`src/rtl/inst_fetch_queue.sv`:
```
`default_nettype none
// +--------------------------------------------------------------------------+
// | Module      : inst_fetch_queue                                           |
// | Description : Instruction fetch front end. Owns the PC, issues one-word  |
// |               fetch requests to the I-cache with a single request       |
// |               outstanding, buffers returned words in a DEPTH-entry FIFO  |
// |               and presents the head entry to the decoder. Decoder and    |
// |               ROB redirects flush the queue and drop stale responses.    |
// | Options     : IF_PERF_CNT_EN - adds perf_fetched / perf_flushed counters |
// | Revision    : 1.0 - initial release                                      |
// +--------------------------------------------------------------------------+
module inst_fetch_queue #(
   parameter int unsigned DEPTH    = 4,       // queue entries, power of two, >= 2
   parameter logic [31:0] RESET_PC = 32'h0    // PC loaded at reset
) (
   input  logic        clk_in,
   input  logic        rst_in,         // asynchronous, active-low
   input  logic        rdy_in,         // low freezes all state

   // I-cache request / response
   output logic        ic_req_valid,
   output logic [31:0] ic_req_addr,
   input  logic        ic_req_ready,
   input  logic        ic_resp_valid,
   input  logic [31:0] ic_resp_data,

   // decoder side
   output logic        dec_valid,
   output logic [31:0] dec_inst_addr,
   output logic [31:0] dec_inst,
   input  logic        dec_accept,
   input  logic        dec_clear,
   input  logic [31:0] dec_set_addr,

   // ROB flush
   input  logic        rob_clear,
   input  logic [31:0] rob_set_addr
`ifdef IF_PERF_CNT_EN
   ,
   output logic [31:0] perf_fetched,
   output logic [31:0] perf_flushed
`endif
);

   // -----------------------------------------------------------------------
   // Constants
   // -----------------------------------------------------------------------
   localparam int unsigned          c_PTR_W     = (DEPTH > 1) ? $clog2(DEPTH) : 1;
   localparam int unsigned          c_CNT_W     = c_PTR_W + 1;
   localparam logic [c_CNT_W-1:0]   c_DEPTH_CNT = c_CNT_W'(DEPTH);
   localparam logic [c_PTR_W-1:0]   c_PTR_ONE   = c_PTR_W'(1);
   localparam logic [c_CNT_W-1:0]   c_CNT_ONE   = c_CNT_W'(1);
   localparam logic [31:0]          c_ALIGN     = 32'hFFFF_FFFC;

   // Fetch FSM encoding
   localparam logic [1:0] c_ST_IDLE = 2'd0;   // decide whether to fetch
   localparam logic [1:0] c_ST_REQ  = 2'd1;   // request presented, waiting for accept
   localparam logic [1:0] c_ST_WAIT = 2'd2;   // request accepted, waiting for data

   // -----------------------------------------------------------------------
   // State
   // -----------------------------------------------------------------------
   logic [1:0]          r_state;
   logic [31:0]         r_pc;
   logic                r_req_valid;
   logic [31:0]         r_req_addr;
   logic                r_drop_resp;      // one in-flight response must be discarded
   logic [c_PTR_W-1:0]  r_head;
   logic [c_PTR_W-1:0]  r_tail;
   logic [c_CNT_W-1:0]  r_count;
   logic [31:0]         r_addr_q [DEPTH];
   logic [31:0]         r_data_q [DEPTH];

   // -----------------------------------------------------------------------
   // Combinational control
   // -----------------------------------------------------------------------
   logic                w_redirect;
   logic [31:0]         w_target_raw;
   logic [31:0]         w_target;
   logic                w_empty;
   logic                w_has_space;
   logic                w_req_fire;
   logic                w_resp_live;
   logic                w_push;
   logic                w_pop;
   logic                w_issue;
   logic                w_outstanding_after;
   logic [1:0]          w_state_nxt;

   // A redirect from either source; the ROB wins when both fire together.
   assign w_redirect   = rdy_in & (rob_clear | dec_clear);
   assign w_target_raw = rob_clear ? rob_set_addr : dec_set_addr;
   assign w_target     = w_target_raw & c_ALIGN;

   assign w_empty      = (r_count == '0);
   assign w_has_space  = (r_count < c_DEPTH_CNT);

   // Request handshake only happens while the request is presented.
   assign w_req_fire   = rdy_in & r_req_valid & ic_req_ready;

   // A response is only meaningful when one is actually outstanding: either
   // the normal WAIT state or a dropped request still in flight after a flush.
   assign w_resp_live  = rdy_in & ic_resp_valid & ((r_state == c_ST_WAIT) | r_drop_resp);

   // Redirect overrides both the push of a same-cycle response and any pop.
   assign w_push       = w_resp_live & ~r_drop_resp & ~w_redirect;
   assign w_pop        = rdy_in & dec_accept & ~w_empty & ~w_redirect;

   // New request only with room guaranteed for its response and nothing in
   // flight (a dropped response still counts as in flight).
   assign w_issue      = rdy_in & (r_state == c_ST_IDLE) & ~r_drop_resp
                         & w_has_space & ~w_redirect;

   // Whether a response will still be owed to us after this cycle; on a
   // redirect that response becomes stale and has to be dropped.
   assign w_outstanding_after = ((r_state == c_ST_WAIT) & ~w_resp_live)
                              | w_req_fire
                              | (r_drop_resp & ~w_resp_live);

   // Next fetch state; any redirect returns to IDLE.
   always_comb begin
      w_state_nxt = r_state;
      if (w_redirect) begin
         w_state_nxt = c_ST_IDLE;
      end else begin
         case (r_state)
            c_ST_IDLE: if (w_issue)     w_state_nxt = c_ST_REQ;
            c_ST_REQ:  if (w_req_fire)  w_state_nxt = c_ST_WAIT;
            c_ST_WAIT: if (w_resp_live) w_state_nxt = c_ST_IDLE;
            default:                    w_state_nxt = c_ST_IDLE;
         endcase
      end
   end

   // Fetch FSM, request registers and the stale-response flag.
   always_ff @(posedge clk_in or negedge rst_in) begin
      if (!rst_in) begin
         r_state     <= c_ST_IDLE;
         r_req_valid <= 1'b0;
         r_req_addr  <= RESET_PC;
         r_drop_resp <= 1'b0;
      end else if (rdy_in) begin
         r_state <= w_state_nxt;

         if (w_redirect) begin
            r_req_valid <= 1'b0;
         end else if (w_issue) begin
            r_req_valid <= 1'b1;
            r_req_addr  <= r_pc;
         end else if (w_req_fire) begin
            r_req_valid <= 1'b0;
         end

         if (w_redirect) begin
            r_drop_resp <= w_outstanding_after;
         end else if (w_resp_live & r_drop_resp) begin
            r_drop_resp <= 1'b0;
         end
      end
   end

   // Program counter: redirect target, or advance once a request is accepted.
   always_ff @(posedge clk_in or negedge rst_in) begin
      if (!rst_in) begin
         r_pc <= RESET_PC;
      end else if (rdy_in) begin
         if (w_redirect) begin
            r_pc <= w_target;
         end else if (w_req_fire) begin
            r_pc <= r_pc + 32'd4;
         end
      end
   end

   // Queue pointers and occupancy; a redirect empties the queue.
   always_ff @(posedge clk_in or negedge rst_in) begin
      if (!rst_in) begin
         r_head  <= '0;
         r_tail  <= '0;
         r_count <= '0;
      end else if (rdy_in) begin
         if (w_redirect) begin
            r_head  <= '0;
            r_tail  <= '0;
            r_count <= '0;
         end else begin
            if (w_push) r_tail <= r_tail + c_PTR_ONE;
            if (w_pop)  r_head <= r_head + c_PTR_ONE;
            case ({w_push, w_pop})
               2'b10:   r_count <= r_count + c_CNT_ONE;
               2'b01:   r_count <= r_count - c_CNT_ONE;
               default: r_count <= r_count;
            endcase
         end
      end
   end

   // Entry storage: write the returned word and its fetch address at the tail.
   always_ff @(posedge clk_in or negedge rst_in) begin
      if (!rst_in) begin
         for (int i = 0; i < int'(DEPTH); i++) begin
            r_addr_q[i] <= '0;
            r_data_q[i] <= '0;
         end
      end else if (w_push) begin
         r_addr_q[r_tail] <= r_req_addr;
         r_data_q[r_tail] <= ic_resp_data;
      end
   end

   // -----------------------------------------------------------------------
   // Outputs
   // -----------------------------------------------------------------------
   assign ic_req_valid  = r_req_valid;
   assign ic_req_addr   = r_req_addr;
   assign dec_valid     = ~w_empty;
   assign dec_inst_addr = r_addr_q[r_head];
   assign dec_inst      = r_data_q[r_head];

`ifdef IF_PERF_CNT_EN
   // -----------------------------------------------------------------------
   // Performance counters
   // -----------------------------------------------------------------------
   logic [31:0] r_perf_fetched;
   logic [31:0] r_perf_flushed;
   logic        w_resp_drop;
   logic [31:0] w_flush_entries;

   // Responses discarded either because they were already stale or because
   // they land in the redirect cycle itself.
   assign w_resp_drop     = w_resp_live & (r_drop_resp | w_redirect);
   assign w_flush_entries = w_redirect ? {{(32 - c_CNT_W){1'b0}}, r_count} : 32'd0;

   // Count pushed instructions and discarded work; both wrap naturally.
   always_ff @(posedge clk_in or negedge rst_in) begin
      if (!rst_in) begin
         r_perf_fetched <= 32'd0;
         r_perf_flushed <= 32'd0;
      end else if (rdy_in) begin
         r_perf_fetched <= r_perf_fetched + {31'd0, w_push};
         r_perf_flushed <= r_perf_flushed + w_flush_entries + {31'd0, w_resp_drop};
      end
   end

   assign perf_fetched = r_perf_fetched;
   assign perf_flushed = r_perf_flushed;
`endif

endmodule
`default_nettype wire

```
`config.mk`:
```
export PLATFORM = sky130hd
export DESIGN_NAME = inst_fetch_queue
export DESIGN_NICKNAME = d
export VERILOG_FILES = /design/src/rtl/inst_fetch_queue.sv
export SDC_FILE = /design/constraint.sdc
export NUM_CORES = 1
export LEC_CHECK = 0
export ABC_AREA = 1
export CELL_PAD_IN_SITES_DETAIL_PLACEMENT = 1
export CELL_PAD_IN_SITES_GLOBAL_PLACEMENT = 1
export CORE_MARGIN = 2
export CORE_UTILIZATION = 40
export DETAILED_ROUTE_END_ITERATION = 6
export GPL_TIMING_DRIVEN = 0
export PLACE_DENSITY_LB_ADDON = 0.1
export REMOVE_ABC_BUFFERS = 1
export SLEW_MARGIN = 20
export SYNTH_ARGS = -nofsm -noshare
export SYNTH_HDL_FRONTEND = slang
export SYNTH_SLANG_ARGS = --single-unit
```
`constraint.sdc`:
```
create_clock -name clk_in -period 2 [get_ports clk_in]
set_input_delay 0.4 -clock clk_in [delete_from_list [all_inputs] [get_ports clk_in]]
set_output_delay 0.4 -clock clk_in [all_outputs]
set_load 0.02 [all_outputs]
```
==> results of run 1 <==
[per-layer routing]
layer	global-route usage	wire length [um]
met1	0.3756	27850
met2	0.4947	33880
met3	0.04139	4463
met4	0.08243	3449
met5	0	0
[cell families after synthesis]
kind of cell	synth area share
and+or+nand+nor	0.1890
AOI/OAI and AO/OA	0.1923
DFF	0.5319
buffers and inverters	0.07486
adders and majority gates	0.005502
xor gates and xnor gates	0.003501
muxes	0.002668
other	0.0002499
[Yosys cell counts (all sizes together), types with 10 or more instances]
library cell    n
nand2         432
o21ai         425
dfrtp         319
nor2          230
inv           108
o22ai          66
clkbuf         65
buf            55
nand3          26
a21oi          19
o31ai          12
or2            10
[power by group through the flow]
| stage | Clock [uW] | Sequential, uW | Combinational, uW |
|---|---|---|---|
| finish | 7040 | 8770 | 11100 |
| global route | 7320 | 8890 | 11800 |
| CTS | 7030 | 8600 | 9710 |
| detailed placement | 0 | 8650 | 8280 |
| global placement | 0 | 8800 | 7920 |
| floorplan | 0 | 8820 | 4000 |
[layout make-up]
type                    instances  share of cell area
flip-flops and latches        319              0.3712
repair inverters               10             0.01116
well taps                     468             0.02719
multi-input cells            1278              0.3273
clock buffers                  57             0.05218
repair buffers                301              0.1840
clock inverters                 9            0.004765
inverters                     112             0.02225
[stage by stage]
step | cells | cell area [um2]
2_1_floorplan | 1703 | 14320
3_3_place_gp | 2364 | 16830
3_5_place_dp | 2377 | 17240
4_1_cts | 2494 | 19790
5_1_grt | 2554 | 21530
6_report | 2554 | 21530
[registers in the layout, indices dropped and copies added, names as in the netlist]
register and flops:
ic_req_valid 1, r_tail 2, r_head 2, ic_req_addr 30
r_data_q 128, r_pc 30, r_drop_resp 1, r_addr_q 120
r_count 3, r_state 2
[worst max-delay path, cell delays in order (launching register included)]
cell	delay, ns
dfrtp_4	0.51
buf_16	0.20
clkinv_16	0.11
buf_16	0.17
o21ai_0	0.24
o22ai_1	0.14
buf_4	0.19
[repair_timing]
action                                  in CTS  in global routing
hold buffers                                 1                  0
gates resized for setup                    518                251
buffers inserted                            22                 20
endpoints found under the hold margin       74                  0
gates cloned                                28                 40
endpoints found under the setup margin     382                282
pin swaps                                   41                 54
[worst min path at each step]
stage	startpoint	slack (ns)	to	depth (start not counted)
detailed placement	rst_in	0.43	r_data_q[16]	1
global placement	r_addr_q[67]	0.46	r_addr_q[67]	2
floorplan	rst_in	0.10	ic_req_addr[10]	0
global route	rob_clear	0.41	r_pc[2]	3
finish	rob_clear	0.38	r_pc[2]	3
CTS	rob_clear	0.38	r_pc[2]	3
==> results list, run 1 <==
- Pin count of the biggest net entering global routing: 109
- At the end of routability-driven placement, the weighted congestion stood at 0.8285.
- For this run, the total global-route usage over all layers was measured as 0.2866.
- Along the worst path, the maximum fanout reaches 9.
* Area of combinational cells with multiple inputs: between 7000 and 8000 um2
- The die is 197.7 um tall.
* Worst reg2reg path startpoint: r_state[0]
- TritonCTS created 38 clock buffers.
- The H-tree was split into 2 levels.
* Sequential power share: 0.326
- Ports: slightly above 200
* Final Cycle Share: 1.265
- Full die area: ~40000 um2
* Timing startpoint of the critical path: r_head[0]
* Area overhead of the layout relative to synthesis: 43.48%
* Worst hold path class: in -> reg
- Post-Synthesis Cells: ~1800
- At the pin with the least slew margin, the transition time is just over 0.9 ns.
- Wire length of the first global-routing pass: 85.24 mm
- Row generation in the floorplan step produced 70 rows.
- After the first detailed-routing iteration, the DRC count stood at around 1100.
- Worst path arrival time: 2.13 ns
- The biggest area contributor in the post-synthesis netlist is dfrtp_1.
- Of the total power, the share spent switching nets is 0.3874.
* Power spent charging and discharging nets: 10440 uW
- The analysis attributes to cell leakage a power of roughly 0.01 uW.
- P per Cell Area: about 1300 nW/um2
- Before CTS, the worst setup slack after placement is -2.275 ns.
* Clock Sink Count: between 300 and 400
- Static timing analysis puts the maximum clock frequency at ~400 MHz.
- Total number of yosys warnings: 0
- Number of antenna diodes: 0
- The number of global-route vias before repair was approximately 15000.
* Critical Path Source Type: flop
* Final hold violation count: 0
- Internal power comes to approximately 17000 uW.
* Antenna violations before repair: 1
- Post-detailed-route wirelength per cell: between 20 and 30 um
* Register-to-Register Path Depth: 9
* Register bit count reported by yosys: between 300 and 400
- Clock share of power: 0.261
- The checks that failed: negative setup slack.
- After layout, the design draws a total of 26950 uW.
- Critical path start-end classification: reg -> out
* Residual overflow from global routing: 0
- Detailed-placement wirelength estimate: between 20 and 30 mm
* Summed instance area of the synthesized netlist: 15010 um2
* Endpoint of the most critical register-to-register path: r_addr_q[48]
- Final worst-path setup slack: -0.5305 ns
* Pre-antenna DRT Iters: 5
- Clock transition at the registers of the reported paths: 0.06 ns
* CTS tree: built
- In this run, synthesis inferred 0 flip-flops with an integrated enable.
- The flow ran to the end, but the final reports show violations.
- Synthesized area divided by synthesized cell count: 8.246 um2
- Count of final max-slew check failures: 0
- Count of input and output buffers: 193
- For this run, the share of the core covered by cells in the final layout is 0.5854.
- Setup crit end: dec_inst_addr[24]
* Relative slew slack: 0.3866
- Post-route antenna net violation count: 0
- The clock reaches the later pin of the worst-skew pair after between 0.5 and 0.6 ns.
* Worst voltage drop across the vdd grid: ~0.62 mV
* Routed vias: between 15000 and 20000
- Logic gate share of total power: 0.413
* Net count reported at finish: roughly 2200
* Unrepaired setup endpoints after global routing: yes
* Main synth FF type: dfrtp_1
- The library cell used most frequently in the layout, excluding fill and tap cells, is nand2_1.
- Final Setup Violations: 67
* Setup_tns: -22.82 ns
* Proportion of synthesized flip-flops having asynchronous set or reset: 1.000
* Remaining routing DRC violations: 0
- Summing all flip-flop and latch instances after layout gives 7993 um2.
- The layout has 4157 filler cells.
- CP endpoint kind: primary output
* Netlist cell types: 40
- After synthesis, the cell types taking the most area are dfrtp_1 53%, nand2_1 11%, o21ai_1 7.8%.
- Across all hold checks on the routed design, the worst slack comes to 0.3849 ns.
- Area share of the largest cell type after synthesis: 0.5319
- Worst reg-to-reg setup slack: -0.03 ns
* Initial Util: 0.4080
* X dimension of the die: 197.7 um
- Max-cap violations in this run came to 0.
* Sequential cell area fraction in the yosys report: 0.5319
- Required time reported for the critical path endpoint: 1.60 ns
- On the final layout, the worst clock skew is 0.01607 ns.
- Overall routed net length: between 60 and 70 mm
- Floorplan Core Area: approximately 37000 um2
* Routed vias/inst: slightly below 6
- In the layout the commonest cells are 424 x nand2_1, 315 x dfrtp_1, 278 x o21ai_1.
* Post-layout minimum cycle time: about 2.5 ns
* Clock tree buffer depth: 3
- In the final layout, the share of cells above drive strength 1 is 0.2239.
* CTS root buffer: clkbuf_16
Power figures use the tool's default switching activity.
==> run 2, diff against run 1 <==
--- a/config.mk
+++ b/config.mk
@@ -13,6 +13,7 @@
 export DETAILED_ROUTE_END_ITERATION = 6
 export GPL_TIMING_DRIVEN = 0
 export PLACE_DENSITY_LB_ADDON = 0.1
+export RECOVER_POWER = 50
 export REMOVE_ABC_BUFFERS = 1
 export SLEW_MARGIN = 20
 export SYNTH_ARGS = -nofsm -noshare
==> results list, run 2 (synthesized netlist as in run 1, its figures left out) <==
* Global-route layer with the greatest usage: met2
- The met3 capacity usage during global routing is 0.04139 (unchanged).
- Unrepaired setup endpoints after global routing: yes
- The number of buffers and inverters on the critical path is 4 (unchanged).
- The filler-free cell count of the finished design was 2554 (unchanged).
* Leakage power: 0.009663 uW (-0.66%)
* Post-layout minimum cycle time: 2.546 ns (+0.01595 ns)
- Worst-margin pin slew: 1.126 ns (+0.2064 ns)
- Overall routed net length: 69.46 mm (-0.26%)
- Total power draw: 26890 uW (-0.23%)
- Fmax: 392.7 MHz (-0.63%)
* Post-route antenna net violation count: 0 (unchanged)
- Crit path max fanout: 9 (unchanged)
- Post-detailed-route wirelength per cell: 27.19 um (-0.26%)
* Residual overflow from global routing: 0 (unchanged)
- The top cell types in the final layout, fill and taps aside, are 424 x nand2_1, 315 x dfrtp_1, 278 x o21ai_1.
* Global placement routability congestion: 0.8285 (unchanged)
- The floorplan row count came to 70 (unchanged).
- The die area is 39090 um2 (unchanged).
- Met1 Usage GRT: 0.3756 (unchanged)
- In the final layout, the registers with the most flip-flops are r_data_q: 128 flops, r_addr_q: 120 flops.
- CP endpoint kind: primary output
* Final hold violation count: 0 (unchanged)
- Required time reported for the critical path endpoint: 1.60 ns (about the same)
- Clk Latency, worst-skew pair: 0.55 ns (about the same)
* Die outline height: 197.7 um (unchanged)
- The vias per cell was 5.857 (-0.47%).
* Max H-tree Level: 2 (unchanged)
- CP Cell Sequence: buf_16, clkinv_16, buf_16, o21ai_0, o22ai_1, buf_4
- The number of diodes is 0 (unchanged).
- Share of final-layout standard cells stronger than drive strength 1: 0.2224 (-0.001438)
* P per Cell Area: 1253 nW/um2 (+0.15%)
- The arrival time at the worst endpoint was 2.15 ns (+0.02 ns).
* Remaining routing DRC violations: 0 (unchanged)
* Number of global-route vias before repair: 14539 (unchanged)
- The sink count of the clock tree is 319 (unchanged).
- STA classifies the critical path startpoint as a flop.
- The longest individual stage delay on the worst path was 0.51 ns (about the same).
* Worst voltage drop across the vdd grid: 0.6194 mV (-0.18%)
* Number of DRC violations after detailed-routing iteration 0: 1100 (+0.92%)
- Crit path max-delay family: buffers and inverters
- Pre-antenna DRT Iters: 5 (unchanged)
* Initial Util: 0.4080 (unchanged)
- CTS root buffer: clkbuf_16
- Critical path start-end classification: reg -> out
- The max-slew headroom at the worst pin came to 0.2496 (-0.1370).
- The net count of the finished layout came to 2170 (unchanged).
* Clock tree buffer depth: 3 (unchanged)
* Fin Hold WS: 0.3817 ns (-0.003240 ns)
* Final Setup Violations: 416 (+520%)
* Worst path most repeated cell: buf_16
- Final worst-path setup slack: -0.5464 ns (-0.01594 ns)
- Number of clock buffers inserted by TritonCTS: 38 (unchanged)
* Count of input and output buffers: 193 (unchanged)
* Count of final max-slew check failures: 0 (unchanged)
- Critical-path top delay cell: dfrtp_4
* Most common library cell in the layout ignoring fill and taps: nand2_1
- TritonCTS built the clock tree.
- Ports: 202 (unchanged)
- X dimension of the die: 197.7 um (unchanged)
- The via total after detailed routing was 14960 (-0.47%).
* MaxCap Viol Count: 0 (unchanged)
- Placed cell count: 2377 (unchanged)
* Overall global routing resource usage: 0.2866 (unchanged)
- Filler cell count: 4165 (+0.19%)
- In this run the worst hold path is classified as in -> reg.
- The clock-pin transition on the worst setup and hold timing paths was 0.06 ns (about the same).
- Detailed-placement wirelength estimate: 28.90 mm (unchanged)
- The flow ran to the end, but the final reports show violations.
* Met2 layer usage reported by global route: 0.4947 (unchanged)
- The number of flip-flops in the largest register is 128 (unchanged).
* Antenna violations before repair: 1 (unchanged)
- The final worst-path cycle share is 1.273 (+0.007973).
- The largest net degree at the start of global routing is 109 (unchanged).
* Failing checks: negative setup slack
* Wire length of the first global-routing pass: 85.24 mm (unchanged)
- Area overhead of the layout relative to synthesis: 42.93%
* Top register by number of flip-flops: r_data_q
- Floorplan Core Area: 36790 um2 (unchanged)
- Post-Route Skew: 0.01757 ns (+0.001500 ns)
[run 2: cell types whose count changed in the layout (fill, tap and decap cells not counted), moves of 2 or more]
| cell | before | now |
|---|---|---|
| clkbuf_1 | 10 | 15 |
| clkbuf_4 | 0 | 2 |
| buf_4 | 49 | 46 |
| dlymetal6s2s_1 | 3 | 0 |
[run 2: worst paths after layout]
path                                     from           endpoint  slack [ns]  cells after the start
worst max-delay path                r_head[0]  dec_inst_addr[24]       -0.55                      6
min in group asynchronous              rst_in       r_data_q[16]        0.64                      2
worst min register to register  r_addr_q[127]      r_addr_q[127]        0.48                      2
worst min-delay path                rob_clear            r_pc[2]        0.38                      3
worst max register to register     r_state[0]      r_addr_q[100]       -0.07                      9
max in group asynchronous              rst_in       r_addr_q[95]       -0.08                      4
[run 2: metal layers]
metal / vias up / share of wire
li1: 6512 / -
met3: 206 / 0.066
met1: 7597 / 0.40
met2: 645 / 0.49
met5: - / 0
met4: 0 / 0.049
[run 2: worst register-to-register path, cell delays in order, from the launching register on]
cell and delay (ns):
dfrtp_1 0.40, inv_2 0.11, nand2_4 0.07, nor3_4 0.23, inv_2 0.12, nor2_8 0.13, clkbuf_2 0.26, nand2_8 0.18
buf_8 0.29, o21ai_1 0.21
[run 2: cell type report]
cell class | instances | area [um2] | area share
clock buffer | 57 | 1124 | 0.05238
inverter | 112 | 476.7 | 0.02222
tap | 468 | 585.6 | 0.02730
timing repair inverter | 10 | 240.2 | 0.01120
multi-input combinational | 1278 | 7039 | 0.3282
clock inverter | 9 | 102.6 | 0.004783
sequential | 319 | 7993 | 0.3726
timing repair buffer | 301 | 3890 | 0.1813
[run 2: report_power, final]
part / switching (uW) / internal [uW]
logic: 6400 / 4680
registers: 1130 / 7650
clock network: 2900 / 4130
total: 10400 / 16500
[run 2: repair_timing]
item                                    4_1_cts  5_1_grt
setup buffers                                22       20
endpoints found under the setup margin      382      282
resized for setup                           518      251
endpoints found under the hold margin        74        0
gates cloned                                 28       40
pin swaps                                    41       54
hold buffers                                  1        0
[run 2: per-stage QoR]
stage                     setup TNS (ns)  utilization  instance area (um2)  worst slack (ns)
final                             -52.41       0.5831                21450           -0.5464
after global routing              -90.63       0.5831                21450           -0.5552
after CTS                         -34.76       0.5380                19790           -0.3915
after detailed placement         -435.89       0.4686                17240            -2.275
after global placement          -5872.21       0.4576                16830            -13.95
after floorplan                  -251.48            -                14320            -3.466
